==> src/rtl/rect_rasterizer_if.sv <==
// Pixel-write stream from the rasterizer to the frame-buffer writer.
interface rect_rasterizer_if #(
    parameter int unsigned X_W     = 9,
    parameter int unsigned Y_W     = 8,
    parameter int unsigned COLOR_W = 3
);
    logic               pix_valid;
    logic               pix_ready;
    logic [X_W-1:0]     x_stream;
    logic [Y_W-1:0]     y_stream;
    logic [COLOR_W-1:0] color_stream;

    modport master (
        output pix_valid, x_stream, y_stream, color_stream,
        input  pix_ready
    );

    modport slave (
        input  pix_valid, x_stream, y_stream, color_stream,
        output pix_ready
    );
endinterface

==> src/rtl/rect_rasterizer.sv <==
// Rectangle rasterizer: walks a rectangle row-major, clips to the screen and
// streams (x, y, colour) writes over a valid/ready handshake.
module rect_rasterizer #(
    parameter int unsigned SCREEN_W = 320,
    parameter int unsigned SCREEN_H = 240,
    parameter int unsigned X_W      = 9,
    parameter int unsigned Y_W      = 8,
    parameter int unsigned COLOR_W  = 3,
    parameter int unsigned BW_W     = 4
) (
    input  logic               clk,
    input  logic               resetn,
    input  logic               start,
    input  logic [X_W-1:0]     origin_x,
    input  logic [Y_W-1:0]     origin_y,
    input  logic [X_W-1:0]     width,
    input  logic [Y_W-1:0]     height,
    input  logic [COLOR_W-1:0] back_color,
    input  logic [BW_W-1:0]    border_w,
    input  logic [COLOR_W-1:0] border_color,
    output logic               busy,
    output logic               done,
    rect_rasterizer_if.master  pix
);
    localparam logic [1:0] IDLE = 2'd0;
    localparam logic [1:0] RUN  = 2'd1;
    localparam logic [1:0] FIN  = 2'd2;

    localparam logic [X_W:0] SCR_W = (X_W+1)'(SCREEN_W);
    localparam logic [Y_W:0] SCR_H = (Y_W+1)'(SCREEN_H);

    logic [1:0]         state, state_d;
    logic               busy_d, done_d;
    logic [X_W-1:0]     ox_q, ox_d, w_q, w_d, col, col_d;
    logic [Y_W-1:0]     oy_q, oy_d, h_q, h_d, row, row_d;
    logic [BW_W-1:0]    bw_q, bw_d;
    logic [COLOR_W-1:0] bc_q, bc_d, fc_q, fc_d;
    logic               valid_d;
    logic [X_W-1:0]     x_d;
    logic [Y_W-1:0]     y_d;
    logic [COLOR_W-1:0] c_d;
    logic               load, last_col, last_row, vis, on_border;
    logic [X_W:0]       px;
    logic [Y_W:0]       py;

    // Next-state, counter walk and next-pixel evaluation
    always_comb begin
        state_d  = state;
        busy_d   = busy;
        done_d   = 1'b0;
        ox_d     = ox_q;
        oy_d     = oy_q;
        w_d      = w_q;
        h_d      = h_q;
        bw_d     = bw_q;
        bc_d     = bc_q;
        fc_d     = fc_q;
        col_d    = col;
        row_d    = row;
        valid_d  = pix.pix_valid;
        x_d      = pix.x_stream;
        y_d      = pix.y_stream;
        c_d      = pix.color_stream;
        load     = 1'b0;
        last_col = (col == w_q - X_W'(1));
        last_row = (row == h_q - Y_W'(1));

        case (state)
            IDLE: begin
                // done qualifies start so a start coinciding with the pulse is dropped
                if (start && !done) begin
                    ox_d   = origin_x;
                    oy_d   = origin_y;
                    w_d    = width;
                    h_d    = height;
                    bw_d   = border_w;
                    bc_d   = border_color;
                    fc_d   = back_color;
                    busy_d = 1'b1;
                    if (width == '0 || height == '0) begin
                        state_d = FIN;
                    end else begin
                        state_d = RUN;
                        col_d   = '0;
                        row_d   = '0;
                        load    = 1'b1;
                    end
                end
            end
            RUN: begin
                // clipped positions advance every cycle, visible ones on handshake
                if (!pix.pix_valid || pix.pix_ready) begin
                    if (last_col && last_row) begin
                        state_d = FIN;
                        valid_d = 1'b0;
                    end else begin
                        load = 1'b1;
                        if (last_col) begin
                            col_d = '0;
                            row_d = row + Y_W'(1);
                        end else begin
                            col_d = col + X_W'(1);
                        end
                    end
                end
            end
            FIN: begin
                done_d  = 1'b1;
                busy_d  = 1'b0;
                state_d = IDLE;
            end
            default: state_d = IDLE;
        endcase

        // widened sums so positions past the coordinate range still clip
        px        = {1'b0, ox_d} + {1'b0, col_d};
        py        = {1'b0, oy_d} + {1'b0, row_d};
        vis       = (px < SCR_W) && (py < SCR_H);
        on_border = (col_d < X_W'(bw_d)) || (col_d >= w_d - X_W'(bw_d)) ||
                    (row_d < Y_W'(bw_d)) || (row_d >= h_d - Y_W'(bw_d));

        if (load) begin
            valid_d = vis;
            if (vis) begin
                x_d = px[X_W-1:0];
                y_d = py[Y_W-1:0];
                c_d = on_border ? bc_d : fc_d;
            end
        end
    end

    // State, attribute and registered-output update
    always_ff @(posedge clk or negedge resetn) begin
        if (!resetn) begin
            state            <= IDLE;
            busy             <= 1'b0;
            done             <= 1'b0;
            ox_q             <= '0;
            oy_q             <= '0;
            w_q              <= '0;
            h_q              <= '0;
            bw_q             <= '0;
            bc_q             <= '0;
            fc_q             <= '0;
            col              <= '0;
            row              <= '0;
            pix.pix_valid    <= 1'b0;
            pix.x_stream     <= '0;
            pix.y_stream     <= '0;
            pix.color_stream <= '0;
        end else begin
            state            <= state_d;
            busy             <= busy_d;
            done             <= done_d;
            ox_q             <= ox_d;
            oy_q             <= oy_d;
            w_q              <= w_d;
            h_q              <= h_d;
            bw_q             <= bw_d;
            bc_q             <= bc_d;
            fc_q             <= fc_d;
            col              <= col_d;
            row              <= row_d;
            pix.pix_valid    <= valid_d;
            pix.x_stream     <= x_d;
            pix.y_stream     <= y_d;
            pix.color_stream <= c_d;
        end
    end
endmodule

==> src/flat_wrapper.sv <==
// flat-port wrapper written by rule: the top's interface ports become plain ports
module rect_rasterizer_flat 
#(
    parameter int unsigned SCREEN_W = 320,
    parameter int unsigned SCREEN_H = 240,
    parameter int unsigned X_W      = 9,
    parameter int unsigned Y_W      = 8,
    parameter int unsigned COLOR_W  = 3,
    parameter int unsigned BW_W     = 4
)
  (clk, resetn, start, origin_x, origin_y, width, height, back_color, border_w, border_color, busy, done, pix_pix_valid, pix_x_stream, pix_y_stream, pix_color_stream, pix_pix_ready);
  rect_rasterizer_if #(.X_W(X_W), .Y_W(Y_W), .COLOR_W(COLOR_W)) pix_i ();
  input  logic clk;
  input  logic resetn;
  input  logic start;
  input  logic [X_W-1:0] origin_x;
  input  logic [Y_W-1:0] origin_y;
  input  logic [X_W-1:0] width;
  input  logic [Y_W-1:0] height;
  input  logic [COLOR_W-1:0] back_color;
  input  logic [BW_W-1:0] border_w;
  input  logic [COLOR_W-1:0] border_color;
  output logic busy;
  output logic done;
  output wire logic [$bits(pix_i.pix_valid)-1:0] pix_pix_valid;
  output wire logic [$bits(pix_i.x_stream)-1:0] pix_x_stream;
  output wire logic [$bits(pix_i.y_stream)-1:0] pix_y_stream;
  output wire logic [$bits(pix_i.color_stream)-1:0] pix_color_stream;
  input wire logic [$bits(pix_i.pix_ready)-1:0] pix_pix_ready;
  assign pix_pix_valid = pix_i.pix_valid;
  assign pix_x_stream = pix_i.x_stream;
  assign pix_y_stream = pix_i.y_stream;
  assign pix_color_stream = pix_i.color_stream;
  assign pix_i.pix_ready = pix_pix_ready;
  rect_rasterizer #(.SCREEN_W(SCREEN_W), .SCREEN_H(SCREEN_H), .X_W(X_W), .Y_W(Y_W), .COLOR_W(COLOR_W), .BW_W(BW_W)) u_core (.clk(clk), .resetn(resetn), .start(start), .origin_x(origin_x), .origin_y(origin_y), .width(width), .height(height), .back_color(back_color), .border_w(border_w), .border_color(border_color), .busy(busy), .done(done), .pix(pix_i));
endmodule
==> config.mk <==
export PLATFORM = sky130hd
export DESIGN_NAME = rect_rasterizer_flat
export DESIGN_NICKNAME = d
export VERILOG_FILES = /design/src/rtl/rect_rasterizer_if.sv /design/src/rtl/rect_rasterizer.sv /design/src/flat_wrapper.sv
export SDC_FILE = /design/constraint.sdc
export NUM_CORES = 1
export LEC_CHECK = 0
export ABC_AREA = 1
export BUFFER_PORTS_ARGS = -buffer_cell sky130_fd_sc_hd__buf_2
export CAP_MARGIN = 20
export CELL_PAD_IN_SITES_DETAIL_PLACEMENT = 0
export CELL_PAD_IN_SITES_GLOBAL_PLACEMENT = 1
export CORE_MARGIN = 2
export CORE_UTILIZATION = 39
export CTS_CLUSTER_SIZE = 8
export DETAILED_ROUTE_END_ITERATION = 7
export PLACE_DENSITY = 0.85
export SETUP_SLACK_MARGIN = 0.02
export SKIP_CTS_REPAIR_TIMING = 1
export SLEW_MARGIN = 20
export SYNTH_ARGS = -nofsm -noshare
export SYNTH_HDL_FRONTEND = slang
export SYNTH_SLANG_ARGS = --single-unit
==> constraint.sdc <==
create_clock -name clk -period 4.22 [get_ports clk]
set_clock_uncertainty 0.15 [all_clocks]
set_input_delay 0.633 -clock clk [delete_from_list [all_inputs] [get_ports clk]]
set_output_delay 0.633 -clock clk [all_outputs]
set_load 0.05 [all_outputs]
==> impl_metrics.toml <==
[sta]
slew_headroom_pct = 47.92
fin_crit_sh_pct = 99.47
final.setup.tns_ps = 0
tightestPinTransition_ps = 781.1
slew_violations = 0
hold_viol = 0
rsz0062_at_grt = "yes"
setup_viol = 0
fmax_mhz = 238.2
min_period_ps = 4198

[floorplan]
core_area_mm2 = 0.01641
die_w_um = 132.6
io_pins = 71
die_h_um = 132.6
dieArea_mm2 = 0.01759
initial_core_util_pct = 39.34
rows = 47

[clock_tree]
cts_max_path_buffers = 2
path_clk_slew_ps = 60
root_buffer = "clkbuf_16"
cts_sinks = 86
cts_max_level = 3
clock_latency_ps = 340
tritoncts = "done"
numCtsBuffers = 9

[detailed_routing]
wl_per_cell_um = 14.80
drt-total-wl_um = 20020
drc = 0
vias = 6640
drtAntennaViolNets = 0
viasPerCell = 4.908
drt_iter0_drc = 395
dr.pass1.iters = 5

[grt]
grt_pass1_wl_um = 31190
grt_max_degree = 61
grt_pass1_vias = 6292
grt-ovfl-total = 0
grt_antenna_before_repair = 0
grt.total_usage_pct = 22.04

[layout]
final_common_cell = "nand2_1"
nets = 1228
area_growth_pct = 40.66
utilization_pct = 55.33
fin_area_mm2 = 0.009077
mostFrequentLayoutCells = "nand2_1, buf_4, inv_1, dfrtp_1, buf_2"
final_layout_size_suffix_gt1_share_pct = 34.16
antennaDiodeCount = 0

[yosys]
postSynthAreaPerCell_um2 = 6.895
yosys_warnings = 0
syn_inst = 936
synthDistinctLibCells = 43
seq_area_frac_synth_pct = 33.35
yosys_most_used_dff = "dfrtp_1"
synth-edff-count = 0
async_flop_share_pct = 100.0
ys_ff_latch = 86
syn-cell-area_mm2 = 0.006454
syn-num-nets = 1036

[setup_path]
critPathTopFamily = "simple AND/OR/NAND/NOR gates"
cpMostUsedCell = "nand2_1"
worstPathBufferInverterCount = 5
critical_path.slowest_cell = "fa_1"
max_stage_delay_ps = 490
cp_max_fo = 8
critical_path_required_ps = 4300
reg2reg_slack_ps = 20
end_kind = "flip-flop"
worst-setup-path-type = "flip-flop to flip-flop"
critPathArrivalTime_ps = 4280
startpoint_type = "flip-flop"

[hold_path]
hp-class = "input port to asynchronous set/reset pin"

[job]
drv_cap = 0

[place]
globalplace.congestion = 0.8988
portBuffers = 70
postPlaceCellArea_mm2 = 0.007863
dp_hpwl_um = 15090

[power]
max-vdd-ir-drop_mv = 0.7971
leakage_uw = 0.004841
power_density_mw_per_mm2 = 933.2
p_total_uw = 8471

[outcome]
outcome = "completed"
[layer usage]
metal / wire length, um / track usage [%] / part of all wire (%)
met1: 9213 / 29.81 / 46
met2: 9653 / 37.42 / 48
met3: 621 / 2.567 / 3.1
met4: 531 / 5.974 / 2.7
met5: 0 / 0 / 0
[registers in the layout (all words and copies together), names as in the netlist, 2 cells and up]
| name | cells |
|---|---|
| u_core.state | 2 |
| u_core.bw_q | 4 |
| u_core.h_q | 8 |
| u_core.col | 9 |
| u_core.fc_q | 3 |
| u_core.row | 8 |
| u_core.oy_q | 8 |
| u_core.w_q | 9 |
| u_core.pix.y_stream | 8 |
| u_core.bc_q | 3 |
| u_core.pix.color_stream | 3 |
| u_core.ox_q | 9 |
| u_core.pix.x_stream | 9 |
[cells in the mapped netlist (2+ instances only)]
cell | count | area, um2
nor2_2 | 3 | 18.77
o21a_1 | 4 | 30.03
a31oi_1 | 6 | 37.54
nand3_1 | 82 | 410.4
o21ai_0 | 42 | 210.2
nand3b_1 | 3 | 22.52
nand2_1 | 312 | 1171
or2_2 | 9 | 56.30
fa_1 | 4 | 80.08
and2_0 | 3 | 18.77
ha_1 | 48 | 600.6
a211oi_1 | 2 | 15.01
inv_2 | 10 | 37.54
nand3_2 | 5 | 50.05
clkbuf_1 | 12 | 45.04
nor4_1 | 4 | 25.02
buf_4 | 2 | 15.01
o21ai_1 | 2 | 10.01
buf_2 | 3 | 15.01
o21bai_1 | 3 | 22.52
buf_6 | 2 | 22.52
nor3_1 | 9 | 45.04
a21oi_1 | 24 | 120.1
xor2_1 | 21 | 183.9
dfrtp_1 | 86 | 2152
nand2_2 | 7 | 43.79
xnor2_1 | 7 | 61.31
nand4_1 | 14 | 87.58
inv_1 | 119 | 446.7
nor2_1 | 75 | 281.5
[worst reg2reg max path, cell delays in order, from the launching register on]
cell	delay, ps
dfrtp_1	370
nor2_1	160
inv_1	110
nor2_4	180
buf_4	150
buf_6	130
or2_2	120
o21ai_2	100
buf_6	150
fa_1	490
inv_1	50
ha_1	280
a21boi_2	160
o21a_1	170
o21a_1	160
o21a_1	160
o21ai_1	110
nand2_1	70
nand3_2	80
nand3_4	100
a31oi_4	240
nand3_2	130
nand2_1	70
nand2_1	70
nand3_1	80
nand2_1	50
[worst paths after layout]
| path | depth (start not counted) | from | to |
|---|---|---|---|
| max | 25 | u_core.state[1] | u_core.pix.color_stream[1] |
| min | 1 | resetn | u_core.h_q[7] |
| max reg2reg | 25 | u_core.state[1] | u_core.pix.color_stream[1] |
| min reg2reg | 2 | u_core.bc_q[2] | u_core.bc_q[2] |
| max in group asynchronous | 2 | resetn | u_core.w_q[2] |
| min in group clk | 2 | u_core.bc_q[2] | u_core.bc_q[2] |
[final cells by class]
| class | instances | area [um2] |
|---|---|---|
| Multi-Input combinational cell | 701 | 4374 |
| Tap cell | 220 | 275.3 |
| Clock inverter | 3 | 67.56 |
| Inverter | 130 | 498.0 |
| Sequential cell | 86 | 2155 |
| Clock buffer | 13 | 250.2 |
| Timing Repair Buffer | 200 | 1458 |
| Fill cell | 1511 | 7330 |
[cell families (layout without fill, tap and decap cells)]
group	count (synthesis)	count (layout)	share of synthesized area (%)
compound gates	89	89	7.658
xor+xnor	28	28	3.800
fa+ha+maj	52	52	10.55
buf+inv	149	346	9.073
flops	86	86	33.35
simple gates	532	532	35.58
[report_power, final]
group          internal (uW)  switching (uW)
Clock                    536             321
Combinational           2590            3600
Sequential              1190             232
Total                   4320            4150
[metrics by stage]
stage                     setup slack (ps)  cells  hold slack [ps]
final                                22.27   1353            209.4
after floorplan                      27.32    936            187.4
after global placement              -538.6   1312            299.7
after global routing                -223.5   1353            277.8
after CTS                           -299.8   1328            243.2
after detailed placement            -557.1   1312            306.7
Power figures use the tool's default switching activity.
